[src/rtl/hazard3_instr_aligner_pkg.sv]
// Shared constants for the instruction aligner and its halfword buffer.
// Sizes of the halfword queue and the 32-bit detection helper.
package hazard3_instr_aligner_pkg;

    localparam int HW_BUF_DEPTH = 4;
    localparam int HW_DATA_W    = 16;
    localparam int HW_ENTRY_W   = HW_DATA_W + 1;
    localparam int HW_LEVEL_W   = 3;

    function automatic logic hw_is_32bit(input logic [HW_DATA_W-1:0] hw);
        return hw[1:0] == 2'b11;
    endfunction

endpackage

[src/rtl/hazard3_instr_aligner_if.sv]
// Fetch-side and decode-side signals of the instruction aligner.
// master = frontend/decode environment, slave = aligner.
interface hazard3_instr_aligner_if;

    logic [31:0] fetch_data;
    logic        fetch_vld;
    logic        fetch_rdy;
    logic        fetch_err;
    logic        jump_vld;
    logic [31:0] jump_target;
    logic [31:0] instr_out;
    logic        instr_vld;
    logic        instr_rdy;
    logic        instr_is_32bit;
    logic        instr_err;
    logic [31:0] instr_pc;

    modport master (
        output fetch_data,
        output fetch_vld,
        input  fetch_rdy,
        output fetch_err,
        output jump_vld,
        output jump_target,
        input  instr_out,
        input  instr_vld,
        output instr_rdy,
        input  instr_is_32bit,
        input  instr_err,
        input  instr_pc
    );

    modport slave (
        input  fetch_data,
        input  fetch_vld,
        output fetch_rdy,
        input  fetch_err,
        input  jump_vld,
        input  jump_target,
        output instr_out,
        output instr_vld,
        input  instr_rdy,
        output instr_is_32bit,
        output instr_err,
        output instr_pc
    );

endinterface

[src/rtl/hazard3_hw_shiftbuf.sv]
// Halfword shift buffer: pop 0/1/2 from the head, push 0/1/2 at the tail.
// Pushed entries land after whatever survives the pop in the same cycle.
module hazard3_hw_shiftbuf
    import hazard3_instr_aligner_pkg::*;
(
    input  logic                               clk,
    input  logic                               rst_n,
    input  logic                               flush,
    input  logic [1:0]                         push_cnt,
    input  logic [2*HW_ENTRY_W-1:0]            push_data,
    input  logic [1:0]                         pop_cnt,
    output logic [HW_LEVEL_W-1:0]              level,
    output logic [HW_BUF_DEPTH*HW_ENTRY_W-1:0] entries
);

    logic [HW_ENTRY_W-1:0] mem     [HW_BUF_DEPTH];
    logic [HW_ENTRY_W-1:0] mem_nxt [HW_BUF_DEPTH];
    logic [HW_ENTRY_W-1:0] ext     [8];
    logic [HW_LEVEL_W-1:0] remain;
    logic [HW_LEVEL_W-1:0] level_nxt;
    logic [HW_ENTRY_W-1:0] push_lo;
    logic [HW_ENTRY_W-1:0] push_hi;

    assign push_lo = push_data[HW_ENTRY_W-1:0];
    assign push_hi = push_data[2*HW_ENTRY_W-1:HW_ENTRY_W];

    for (genvar g = 0; g < HW_BUF_DEPTH; g++) begin : g_flat
        assign entries[g*HW_ENTRY_W +: HW_ENTRY_W] = mem[g];
    end

    // Zero-extended view so head+pop indexing never leaves the array.
    always_comb begin
        for (int i = 0; i < 8; i++) begin
            ext[i] = '0;
        end
        for (int i = 0; i < HW_BUF_DEPTH; i++) begin
            ext[i] = mem[i];
        end
    end

    // Shift out popped entries, then append pushed ones behind the survivors.
    always_comb begin
        remain    = level - {1'b0, pop_cnt};
        level_nxt = remain + {1'b0, push_cnt};
        for (int i = 0; i < HW_BUF_DEPTH; i++) begin
            mem_nxt[i] = mem[i];
            if (HW_LEVEL_W'(i) < remain) begin
                mem_nxt[i] = ext[HW_LEVEL_W'(i) + {1'b0, pop_cnt}];
            end else if (HW_LEVEL_W'(i) == remain && push_cnt != 2'd0) begin
                mem_nxt[i] = push_lo;
            end else if (HW_LEVEL_W'(i) == HW_LEVEL_W'(remain + 3'd1)
                         && push_cnt == 2'd2) begin
                mem_nxt[i] = push_hi;
            end
        end
    end

    // Storage and fill level; flush only empties, contents become stale.
    always_ff @(posedge clk or negedge rst_n) begin
        if (!rst_n) begin
            level <= '0;
            for (int i = 0; i < HW_BUF_DEPTH; i++) begin
                mem[i] <= '0;
            end
        end else if (flush) begin
            level <= '0;
        end else begin
            level <= level_nxt;
            for (int i = 0; i < HW_BUF_DEPTH; i++) begin
                mem[i] <= mem_nxt[i];
            end
        end
    end

endmodule

[src/rtl/hazard3_instr_aligner.sv]
// Turns aligned 32-bit fetch words into halfword-aligned 16/32-bit
// instructions with PC and error tag for the decompressor.
module hazard3_instr_aligner
    import hazard3_instr_aligner_pkg::*;
#(
    parameter bit          EXTENSION_C  = 1'b1,
    parameter logic [31:0] RESET_VECTOR = 32'h0000_0000
) (
    input logic                     clk,
    input logic                     rst_n,
    hazard3_instr_aligner_if.slave  bus
);

    logic [HW_LEVEL_W-1:0]              level;
    logic [HW_BUF_DEPTH*HW_ENTRY_W-1:0] entries;
    logic [HW_ENTRY_W-1:0]              head;
    logic [HW_ENTRY_W-1:0]              second;
    logic [1:0]                         push_cnt;
    logic [2*HW_ENTRY_W-1:0]            push_data;
    logic [1:0]                         pop_cnt;
    logic                               skip_hw;
    logic [31:0]                        pc;
    logic                               is_32;
    logic                               have_two;
    logic                               vld;
    logic                               accept;
    logic                               consume;
    logic [HW_ENTRY_W-1:0]              fetch_lo;
    logic [HW_ENTRY_W-1:0]              fetch_hi;

    assign head     = entries[0 +: HW_ENTRY_W];
    assign second   = entries[HW_ENTRY_W +: HW_ENTRY_W];
    assign have_two = level >= 3'd2;

    assign fetch_lo = {bus.fetch_err, bus.fetch_data[15:0]};
    assign fetch_hi = {bus.fetch_err, bus.fetch_data[31:16]};

    // Length decode and presentation, from registered buffer state only.
    always_comb begin
        is_32 = (EXTENSION_C == 1'b0) || hw_is_32bit(head[HW_DATA_W-1:0]);
        // An erroring 32-bit head is released alone so a faulting fetch
        // cannot stall forever waiting for its second half.
        vld   = have_two
              || (level != '0 && (!is_32 || head[HW_ENTRY_W-1]));
    end

    // Handshakes; a jump discards any concurrent fetch beat or consume.
    always_comb begin
        accept  = bus.fetch_vld && bus.fetch_rdy && !bus.jump_vld;
        consume = vld && bus.instr_rdy && !bus.jump_vld;
        pop_cnt = 2'd0;
        if (consume) begin
            pop_cnt = (is_32 && have_two) ? 2'd2 : 2'd1;
        end
    end

    // Select halfwords to append; a pending skip drops the lower half.
    always_comb begin
        push_cnt  = 2'd0;
        push_data = '0;
        if (accept) begin
            if (skip_hw) begin
                push_cnt  = 2'd1;
                push_data = {{HW_ENTRY_W{1'b0}}, fetch_hi};
            end else begin
                push_cnt  = 2'd2;
                push_data = {fetch_hi, fetch_lo};
            end
        end
    end

    hazard3_hw_shiftbuf u_buf (
        .clk       (clk),
        .rst_n     (rst_n),
        .flush     (bus.jump_vld),
        .push_cnt  (push_cnt),
        .push_data (push_data),
        .pop_cnt   (pop_cnt),
        .level     (level),
        .entries   (entries)
    );

    // PC and halfword-skip tracking; jump overrides everything.
    always_ff @(posedge clk or negedge rst_n) begin
        if (!rst_n) begin
            pc      <= RESET_VECTOR;
            skip_hw <= 1'b0;
        end else if (bus.jump_vld) begin
            pc      <= {bus.jump_target[31:1], 1'b0};
            skip_hw <= (EXTENSION_C != 1'b0) ? bus.jump_target[1] : 1'b0;
        end else begin
            if (consume) begin
                pc <= pc + (is_32 ? 32'd4 : 32'd2);
            end
            if (accept) begin
                skip_hw <= 1'b0;
            end
        end
    end

    // Output drive.
    always_comb begin
        bus.fetch_rdy      = level <= 3'd2;
        bus.instr_vld      = vld;
        bus.instr_is_32bit = is_32;
        bus.instr_out      = {second[HW_DATA_W-1:0], head[HW_DATA_W-1:0]};
        bus.instr_err      = head[HW_ENTRY_W-1]
                           || (is_32 && have_two && second[HW_ENTRY_W-1]);
        bus.instr_pc       = pc;
    end

endmodule

[src/flat_wrapper.sv]
// flat-port wrapper written by rule: the top's interface ports become plain ports
module hazard3_instr_aligner_flat import hazard3_instr_aligner_pkg::*;
#(
    parameter bit          EXTENSION_C  = 1'b1,
    parameter logic [31:0] RESET_VECTOR = 32'h0000_0000
)
  (clk, rst_n, bus_fetch_data, bus_fetch_vld, bus_fetch_rdy, bus_fetch_err, bus_jump_vld, bus_jump_target, bus_instr_out, bus_instr_vld, bus_instr_rdy, bus_instr_is_32bit, bus_instr_err, bus_instr_pc);
  hazard3_instr_aligner_if bus_i ();
  input logic clk;
  input logic rst_n;
  input wire logic [$bits(bus_i.fetch_data)-1:0] bus_fetch_data;
  input wire logic [$bits(bus_i.fetch_vld)-1:0] bus_fetch_vld;
  output wire logic [$bits(bus_i.fetch_rdy)-1:0] bus_fetch_rdy;
  input wire logic [$bits(bus_i.fetch_err)-1:0] bus_fetch_err;
  input wire logic [$bits(bus_i.jump_vld)-1:0] bus_jump_vld;
  input wire logic [$bits(bus_i.jump_target)-1:0] bus_jump_target;
  output wire logic [$bits(bus_i.instr_out)-1:0] bus_instr_out;
  output wire logic [$bits(bus_i.instr_vld)-1:0] bus_instr_vld;
  input wire logic [$bits(bus_i.instr_rdy)-1:0] bus_instr_rdy;
  output wire logic [$bits(bus_i.instr_is_32bit)-1:0] bus_instr_is_32bit;
  output wire logic [$bits(bus_i.instr_err)-1:0] bus_instr_err;
  output wire logic [$bits(bus_i.instr_pc)-1:0] bus_instr_pc;
  assign bus_i.fetch_data = bus_fetch_data;
  assign bus_i.fetch_vld = bus_fetch_vld;
  assign bus_fetch_rdy = bus_i.fetch_rdy;
  assign bus_i.fetch_err = bus_fetch_err;
  assign bus_i.jump_vld = bus_jump_vld;
  assign bus_i.jump_target = bus_jump_target;
  assign bus_instr_out = bus_i.instr_out;
  assign bus_instr_vld = bus_i.instr_vld;
  assign bus_i.instr_rdy = bus_instr_rdy;
  assign bus_instr_is_32bit = bus_i.instr_is_32bit;
  assign bus_instr_err = bus_i.instr_err;
  assign bus_instr_pc = bus_i.instr_pc;
  hazard3_instr_aligner #(.EXTENSION_C(EXTENSION_C), .RESET_VECTOR(RESET_VECTOR)) u_core (.clk(clk), .rst_n(rst_n), .bus(bus_i));
endmodule
[config.mk]
export PLATFORM = sky130hd
export DESIGN_NAME = hazard3_instr_aligner_flat
export DESIGN_NICKNAME = d
export VERILOG_FILES = /design/src/rtl/hazard3_instr_aligner_pkg.sv /design/src/rtl/hazard3_instr_aligner_if.sv /design/src/rtl/hazard3_hw_shiftbuf.sv /design/src/rtl/hazard3_instr_aligner.sv /design/src/flat_wrapper.sv
export SDC_FILE = /design/constraint.sdc
export NUM_CORES = 1
export LEC_CHECK = 0
export BUFFER_PORTS_ARGS = -buffer_cell sky130_fd_sc_hd__buf_2
export CAP_MARGIN = 20
export CORE_ASPECT_RATIO = 0.6
export CORE_MARGIN = 2
export CORE_UTILIZATION = 57
export DETAILED_ROUTE_END_ITERATION = 10
export PLACE_DENSITY = 0.81
export SLEW_MARGIN = 5
export SYNTH_ARGS = -nofsm -noshare
export SYNTH_HDL_FRONTEND = slang
export SYNTH_SLANG_ARGS = --single-unit
[constraint.sdc]
create_clock -name clk -period 5.72 [get_ports clk]
set_input_delay 0.286 -clock clk [delete_from_list [all_inputs] [get_ports clk]]
set_output_delay 0.286 -clock clk [all_outputs]
set_load 0.01 [all_outputs]
==> results.sh <==
export IMPL_synth_commonest_cells="sky130_fd_sc_hd__dfrtp_1 (103), sky130_fd_sc_hd__nand2_1 (84), sky130_fd_sc_hd__mux2i_1 (77)"
export IMPL_total_number_of_nets_in_the_final_design=1029
export IMPL_synth_area_mm2=0.00771
export IMPL_antennaDiodeCount=0
export IMPL_core_area_mm2=0.0130
export IMPL_yosys_register_bits=103
export IMPL_cts_setup_buffers=0
export IMPL_netlist_cell_types=74
export IMPL_mappedNetlistNets=960
export IMPL_grt_total_usage=0.325
export IMPL_post_route_min_period_ns=4.78
export IMPL_synthMostInstantiatedCell="sky130_fd_sc_hd__dfrtp_1"
export IMPL_synthesis_instances=879
export IMPL_numPortBuffers=135
export IMPL_via_count_of_the_first_global_routing_pass=6735
export IMPL_worst_path_dominant_cell_family="compound AO/OA/AOI/OAI gates"
export IMPL_worstPathRequired_ns=5.96
export IMPL_buffers_from_clock_root_to_sink_at_most=2
export IMPL_maximum_clock_rate_ghz=0.209
export IMPL_clock_insertion_delay_worst_skew_ns=0.36
export IMPL_worst_path_buf_inv=4
export IMPL_vias_per_cell=6.68
export IMPL_startpoint="u_core.u_buf.entries[0]$_DFFE_PN0P_"
export IMPL_antenna_violating_nets_post_route=0
export IMPL_row_count=32
export IMPL_ys_flop_type="sky130_fd_sc_hd__dfrtp_1"
export IMPL_final_setup_violation_count=0
export IMPL_firstDrtPassIters=6
export IMPL_post_route_drc_count=0
export IMPL_report_final_hold_viol_count=0
export IMPL_synthDominantCellAreaShare=0.334
export IMPL_instances_no_fill=1123
export IMPL_critical_path_slowest_cell="sky130_fd_sc_hd__a21oi_1"
export IMPL_path_common_cell="sky130_fd_sc_hd__buf_4"
export IMPL_rsz0062_at_grt="no"
export IMPL_place_hpwl_um=16000
export IMPL_slew_viol_final=0
export IMPL_min_from="bus_jump_target[4]"
export IMPL_tritoncts="done"
export IMPL_ioPinCount=138
export IMPL_layout_drive_gt1_share=0.207
export IMPL_max_cap_viol_count=0
export IMPL_synth_sequential_area_ratio=0.334
export IMPL_post_place_cells=1106
export IMPL_worstSetupStartpointType="flip-flop"
export IMPL_postSynthAreaPerCell_um2=8.77
export IMPL_wirelength_um=23400
export IMPL_clk_root_buffer_cell="sky130_fd_sc_hd__clkbuf_16"
export IMPL_worstPathArrival_ns=5.02
export IMPL_relSlewSlack=0.344
export IMPL_async_reset_ff_frac=1.00
export IMPL_regToRegStartpoint="u_core.u_buf.entries[0]$_DFFE_PN0P_"
export IMPL_crit_path_cell_trace="and2_1 -> inv_1 -> nor2_1 -> buf_4 -> nand2_1 -> fa_1 -> xor2_4 -> inv_2 -> ha_1 -> o21ai_0 -> nand3_1 -> a21oi_1 -> buf_4 -> o31ai_1 -> a211o_1"
export IMPL_h_tree_depth=3
export IMPL_grt_first_pass_wirelength_um=36700
export IMPL_design_die_area_mm2=0.0145
export IMPL_initial_utilization=0.592
export IMPL_endpoint_kind="flip-flop"
export IMPL_outcome="completed"
export IMPL_fin_setup_tns_ns=0
export IMPL_layout_cell_area_non_filler_mm2=0.00848
export IMPL_power_density_cell_area_mw_per_mm2=520
export IMPL_routed_via_count=7500
export IMPL_largest_net_degree_at_the_start_of_global_routing=67
export IMPL_die_height_um=94.1
export IMPL_worstMarginPinSlew_ns=0.975
export IMPL_dr_first_iter_drc_count=864
export IMPL_clkSinkCount=103
export IMPL_hold_class="in -> reg"
export IMPL_grt_overflow_total=0
export IMPL_globalplace_congestion=0.947
export IMPL_detailed_place_area_mm2=0.00819
export IMPL_ir_worst_vdd_mv=0.271
export IMPL_ys_warnings_count=0
export IMPL_ys_top_cells_by_area="sky130_fd_sc_hd__dfrtp_1 (33%), sky130_fd_sc_hd__mux2i_1 (10%), sky130_fd_sc_hd__o21ai_0 (4.2%)"
export IMPL_max_stage_delay_ns=0.61
export IMPL_detail_route_wl_per_cell_um=20.8
export IMPL_filler_cell_count=1100
export IMPL_clock_buffer_count_from_cts=9
export IMPL_area_delta_synth_final_pct=10.0
export IMPL_synth_largest_area_cell="sky130_fd_sc_hd__dfrtp_1"
export IMPL_number_of_synthesized_flops_with_an_enable_pin=0
export IMPL_crit_fanout=14
export IMPL_antenna_found_initial=0
export IMPL_dieWidth_um=154
export IMPL_setup_worst_path_class="reg -> reg"
export IMPL_clk_pin_slew_worst_paths_ns=0.07
export IMPL_power_leakage_uw=0.00371
export IMPL_final_min_period_over_clock_period=0.835
export IMPL_fin_worst_skew_ns=0.00774
-- registers in the layout, indices dropped and copies added (netlist names) --
register and flops:
u_core.u_buf.entries 68, u_core.bus.instr_pc 31, u_core.u_buf.level 3, u_core.skip_hw 1
-- area by class of cell --
type / count / area, um^2 / share of cell area
clock buffer: 9 / 225 / 0.0266
clock inverter: 7 / 55.1 / 0.00649
inverter: 24 / 90.1 / 0.0106
multi-input combinational: 653 / 4470 / 0.527
sequential: 103 / 2580 / 0.304
tap: 170 / 213 / 0.0251
timing repair buffer: 157 / 846 / 0.0998
-- tightest hold or removal path: cells and delay by family --
kind	cells	cell delay, ns
AND/OR/NAND/NOR	1	0.04
buffers and inverters	1	0.07
AO/OA/AOI/OAI	1	0.05
-- logic make-up after synthesis --
kind of cell	after synthesis	synth area share
mux	85	0.112
xor+xnor	21	0.0263
buf+inv	123	0.0856
fa+ha+maj	11	0.0208
other cells	1	0.000487
compound gates	272	0.249
flops	103	0.334
simple gates	263	0.172
-- final timing paths --
path	to	slack, ns	depth (start not counted)
setup / recovery	u_core.u_buf.entries[18]$_DFFE_PN0P_	0.94	15
hold / removal	u_core.bus.instr_pc[4]$_DFFE_PN0N_	0.14	3
setup reg to reg	u_core.u_buf.entries[18]$_DFFE_PN0P_	0.94	15
hold reg to reg	u_core.u_buf.entries[6]$_DFFE_PN0P_	0.52	1
max in group asynchronous	u_core.bus.instr_pc[15]$_DFFE_PN0N_	4.05	3
min in group asynchronous	u_core.bus.instr_pc[6]$_DFFE_PN0N_	0.45	2
-- routing by layer --
metal	global-route usage	part of all wire
met4	0.0724	0.0091
met2	0.461	0.42
met5	0	0
met1	0.481	0.44
met3	0.102	0.13
-- through the flow --
stage	worst slack (ns)	utilization	power [uW]	hold slack (ns)
after global routing	0.651	0.652	4680	0.141
after detailed placement	1.06	0.629	3730	0.304
after floorplan	1.51	-	3120	-0.00959
after global placement	1.17	0.629	3660	0.305
after CTS	1.06	0.652	4350	0.133
final	0.943	0.652	4410	0.136
-- timing repair --
item	4_1_cts	5_1_grt
hold endpoints to repair	41	0
hold buffers	1	0
gates resized for setup	0	0
-- report_power, final --
group | total [uW] | internal (uW) | switching, uW
combinational | 2540 | 974 | 1560
clock | 604 | 301 | 304
sequential | 1270 | 978 | 288
-- cell usage in the layout, fill, tap and decap left out, types with 10 or more instances in the layout --
cell and count:
sky130_fd_sc_hd__xor2_1 17, sky130_fd_sc_hd__a21oi_1 48, sky130_fd_sc_hd__o22ai_1 23, sky130_fd_sc_hd__buf_4 22, sky130_fd_sc_hd__mux2i_1 77, sky130_fd_sc_hd__nor2b_1 12
sky130_fd_sc_hd__nand4_1 21, sky130_fd_sc_hd__nand2_1 84, sky130_fd_sc_hd__o21ai_0 65, sky130_fd_sc_hd__and3_1 10, sky130_fd_sc_hd__nand3_1 31, sky130_fd_sc_hd__buf_2 134
sky130_fd_sc_hd__and2_1 10, sky130_fd_sc_hd__dfrtp_1 102, sky130_fd_sc_hd__inv_1 20, sky130_fd_sc_hd__a221o_1 22, sky130_fd_sc_hd__a22o_1 21, sky130_fd_sc_hd__a221oi_1 14
sky130_fd_sc_hd__o221ai_1 13, sky130_fd_sc_hd__nor2_1 49
No activity file was read; power rests on OpenSTA's default activity.
